$ cat src/rtl/sdam_serial_tx.sv
// sdam_serial_tx: FIFO-buffered serializer emitting 27-slot scl/sda frames to the SDAM receiver.
module sdam_serial_tx #(
    parameter int CLK_DIV    = 4,
    parameter int FIFO_DEPTH = 4,
    parameter int GAP_BITS   = 1
) (
    input  logic                          clk,
    input  logic                          reset_n,
    input  logic                          in_valid,
    output logic                          in_ready,
    input  logic [7:0]                    in_addr,
    input  logic [15:0]                   in_data,
    output logic                          scl,
    output logic                          sda,
    output logic                          busy,
    output logic                          tx_done,
    output logic [$clog2(FIFO_DEPTH):0]   fifo_count
);
    localparam int AW = $clog2(FIFO_DEPTH);
    localparam int DW = $clog2(CLK_DIV + 1);
    localparam int GW = $clog2(GAP_BITS + 2);

    typedef enum logic [1:0] {IDLE, SEND, GAP} state_t;

    state_t          state, state_n;
    logic [DW-1:0]   div;
    logic [26:0]     sh, sh_n;
    logic [4:0]      slot, slot_n;
    logic [GW-1:0]   gap, gap_n;
    logic            sda_n, done_n, pop, push, wrap, fall, idle;
    logic [23:0]     mem [FIFO_DEPTH];
    logic [AW-1:0]   wr_ptr, rd_ptr;

    assign wrap     = div == DW'(CLK_DIV - 1);
    assign fall     = wrap && scl;
    assign in_ready = fifo_count != (AW + 1)'(FIFO_DEPTH);
    assign push     = in_valid && in_ready;
    assign busy     = state != IDLE;

    always_comb begin
        state_n = state;
        sh_n    = sh;
        slot_n  = slot;
        gap_n   = gap;
        sda_n   = sda;
        done_n  = 1'b0;
        pop     = 1'b0;
        idle    = 1'b0;
        if (fall) begin
            case (state)
                IDLE: idle = 1'b1;
                SEND: begin
                    if (slot == 5'd26) begin
                        done_n = 1'b1;
                        if (GAP_BITS > 0) begin
                            state_n = GAP;
                            gap_n   = '0;
                            sda_n   = 1'b1;
                        end else idle = 1'b1;
                    end else begin
                        sh_n   = sh >> 1;
                        sda_n  = sh[1];
                        slot_n = slot + 5'd1;
                    end
                end
                GAP: if (gap == GW'(GAP_BITS - 1)) idle = 1'b1; else gap_n = gap + 1'b1;
                default: idle = 1'b1;
            endcase
            // Frame start: an entry pushed on this very tick is not yet counted, so it waits a slot.
            if (idle) begin
                pop     = fifo_count != '0;
                state_n = pop ? SEND : IDLE;
                sh_n    = pop ? {1'b1, mem[rd_ptr], 2'b10} : sh;
                sda_n   = !pop;
                slot_n  = '0;
            end
        end
    end

    always_ff @(posedge clk or negedge reset_n)
        if (!reset_n) begin
            div        <= '0;
            scl        <= 1'b0;
            state      <= IDLE;
            sh         <= '0;
            slot       <= '0;
            gap        <= '0;
            sda        <= 1'b1;
            tx_done    <= 1'b0;
            wr_ptr     <= '0;
            rd_ptr     <= '0;
            fifo_count <= '0;
        end else begin
            div        <= wrap ? '0 : div + 1'b1;
            scl        <= scl ^ wrap;
            state      <= state_n;
            sh         <= sh_n;
            slot       <= slot_n;
            gap        <= gap_n;
            sda        <= sda_n;
            tx_done    <= done_n;
            wr_ptr     <= wr_ptr + AW'(push);
            rd_ptr     <= rd_ptr + AW'(pop);
            fifo_count <= fifo_count + (AW + 1)'(push) - (AW + 1)'(pop);
        end

    always_ff @(posedge clk)
        if (push) mem[wr_ptr] <= {in_data, in_addr};
endmodule

$ cat config.mk
export PLATFORM = sky130hd
export DESIGN_NAME = sdam_serial_tx
export DESIGN_NICKNAME = d
export VERILOG_FILES = /design/src/rtl/sdam_serial_tx.sv
export SDC_FILE = /design/constraint.sdc
export NUM_CORES = 1
export LEC_CHECK = 0
export BUFFER_PORTS_ARGS = -buffer_cell sky130_fd_sc_hd__buf_2
export CORE_MARGIN = 2
export CORE_UTILIZATION = 30
export CTS_CLUSTER_SIZE = 10
export DETAILED_ROUTE_END_ITERATION = 12
export GPL_ROUTABILITY_DRIVEN = 0
export PLACE_DENSITY = 0.41
export SKIP_CTS_REPAIR_TIMING = 1
export SLEW_MARGIN = 20
export SYNTH_ARGS = -nofsm -noshare
export SYNTH_HDL_FRONTEND = slang
export SYNTH_SLANG_ARGS = --single-unit
$ cat constraint.sdc
create_clock -name clk -period 5.4 [get_ports clk]
set_input_delay 0.54 -clock clk [delete_from_list [all_inputs] [get_ports clk]]
set_output_delay 0.54 -clock clk [all_outputs]
set_load 0.005 [all_outputs]
==> metrics <==
status finished, final reports clean; CTS Root Cell clkbuf_16; Die ar. 20360 um2; # nets final between 400 and 500; max frequency 339.8 MHz; # rows 50; residual DRC count 0; first-pass GRT wire length 17.77 mm; Starting Density between 30% and 40%; reg-to-reg slack, setup ~2.5 ns; Critical Path RT between 5 and 6 ns; worst reg2reg startpoint div[0]; Main synth FF type edfxtp_1; Final period util roughly 55%; worst hold path class input port to async pin; io pins 35; most frequent cells in the layout edfxtp_1, dfrtp_1, buf_2; setup violators final 0; met1 Use GR 15.19%; Yosys warnings 0; peak fanout along the critical path 9; Async SR Flop Fraction 33.33%; # clock sinks around 140; post-route cell area between 6000 and 7000 um2; CTS Buf Count 17; MaxCap Viol Count 0; GR peak layer met2; chip height between 100 and 150 um; PwrDens around 540 nW/um2; cells after synthesis roughly 340; DR pass1 iterations 4; Placed Area 6207 um2; GRT overflow 0; gr usage total 11.98%; DRT iter0 DRCs 180; slowest cell on the critical path nor3_2; CTS tree done; Clock Skew 0.008828 ns; CP Class flip-flop to flip-flop; M2 GR Usage between 10% and 20%; Die Wd between 100 and 150 um; clock latency at the later pin of the worst-skew pair 0.42 ns; Via Count ~2900; Mean Syn Cell Area 16.92 um2; Yosys cell types 43; Max transition margin between 30% and 40%; #FFs+latches synth 144; fillers between 1500 and 2000; Multi-input gate area approximately 1600 um2; largest net degree at the start of global routing 50; Post-Syn Area just under 6000 um2; commonest non-fill, non-tap cell in the layout edfxtp_1; count of final max-slew check failures 0; detailed placer's ending HPWL approximately 6.1 mm; initial antenna violation count 1; ANT nets after route 0; setup TNS 0 ns; CORE AREA 18770 um2; CTS max path bufs 2; Post-Syn Nets roughly 380; leakage between 2 and 3 nW; number of synthesized flops with an enable pin 96; PortBufs 34; VDD IR max between 0.2 and 0.3 mV; Avg Vias per Cell approximately 4.6; Worst-Margin Slew between 0.9 and 1 ns; ratio of cells with drive above 1 in the final layout between 20% and 30%; startpoint class of the critical path flip-flop; ant diodes 0; Hold Vio Cnt, Final 0; post-synthesis sequential area ratio between 70% and 80%; crit-path cells ha_1 -> nor2b_1 -> ha_1 -> o31ai_1 -> nor3_2 -> xnor2_1 -> ha_1 -> inv_1 -> fa_1 -> xnor2_1 -> xnor2_1; Setup crit end kind flip-flop; sequential cell area approximately 4000 um2; WL final roughly 11 mm; CP startpoint div[0]; crit-path max cell delay about 0.45 ns; area delta synth->final 18.37%; met3 usage 3.991%; vias in the first global route 3052; Min Clock Period, post-route ~2.9 ns; WL per Instance between 15 and 20 um; htree depth 4; clock transition at the registers of the reported paths 0.06 ns; Worst Path Arrival roughly 3.2 ns; RSZ-0062 raised after global routing no
## final cells by class
cell class	instances	share of cell area, %
clock inverters	15	2.473
multi-input cells	173	23.18
repair buffers	41	3.554
flip-flops and latches	144	59.84
clock buffers	17	6.229
well taps	234	4.287
inverters	8	0.4397
## kinds of logic after synthesis
group                      after synthesis  share of synthesized area [%]
AOI/OAI and AO/OA                       43                          4.142
muxes                                   50                          13.88
buffers and inverters                   24                          2.234
DFF                                    144                          70.81
and+or+nand+nor                         66                          6.159
adders and majority gates                8                          1.865
xor gates and xnor gates                 6                         0.9109
## layer usage
metal / wire length [um] / up-vias
met4: 119 / 2
met5: 13 / -
met3: 385 / 9
met1: 5113 / 1453
li1: - / 1394
met2: 5392 / 41
## where the power goes
group,internal [mW],total (mW),switching (mW)
clock,0.658,1.16,0.506
combinational,0.437,0.852,0.415
sequential,1.48,1.68,0.196
total,2.58,3.70,1.12
## per-stage QoR
stage	hold WS, ns	setup slack, ns	total power, mW	instances	util, %
after global routing	0.2936	2.164	3.927	632	36.39
after detailed placement	0.4302	2.438	2.568	599	33.07
after CTS	0.2589	2.421	3.752	631	36.24
after floorplan	0.2444	2.392	2.301	341	-
after global placement	0.4195	2.574	2.560	599	33.07
final	0.2388	2.457	3.697	632	36.39
## synth_stat cells (all sizes together) (2+ instances only)
library cell	n	area share (%)
edfxtp	96	50
dfrtp	47	20
nor2	30	2.1
a21oi	28	2.4
mux2i	26	4.5
mux4	24	9.4
buf	13	1.4
o21ai	9	0.78
inv	8	0.52
nand2	8	0.52
ha	7	1.5
nor3	5	0.52
nor2b	4	0.56
xnor2	4	0.61
a21o	3	0.39
clkbuf	3	0.28
nand3	3	0.26
nand3b	3	0.39
nor3b	3	0.59
nand2b	2	0.22
or3	2	0.22
xor2	2	0.30
## critical path, delay by kind of cell (launching register included)
family,cells,cell delay (ns)
xor gates and xnor gates,3,0.45
DFF,1,0.35
AOI/OAI and AO/OA,1,0.23
adders and majority gates,4,1.08
buffers and inverters,1,0.05
and+or+nand+nor,2,0.67
## path summary, 6_finish.rpt
path / endpoint / cells after the start
setup / recovery: fifo_count[2] / 11
hold / removal: slot[3] / 2
setup reg to reg: fifo_count[2] / 11
hold reg to reg: div[0] / 1
max in group asynchronous: rd_ptr[0] / 2
min in group clk: mem[3][9] / 1
## flip-flops by register name (all words and copies together), names as in the netlist
signal,flops
wr_ptr,2
scl,1
sh,26
mem,96
tx_done,1
slot,5
rd_ptr,2
sda,1
state,2
fifo_count,3
div,3
gap,2
Note: power is estimated with default switching activity, not from simulation.
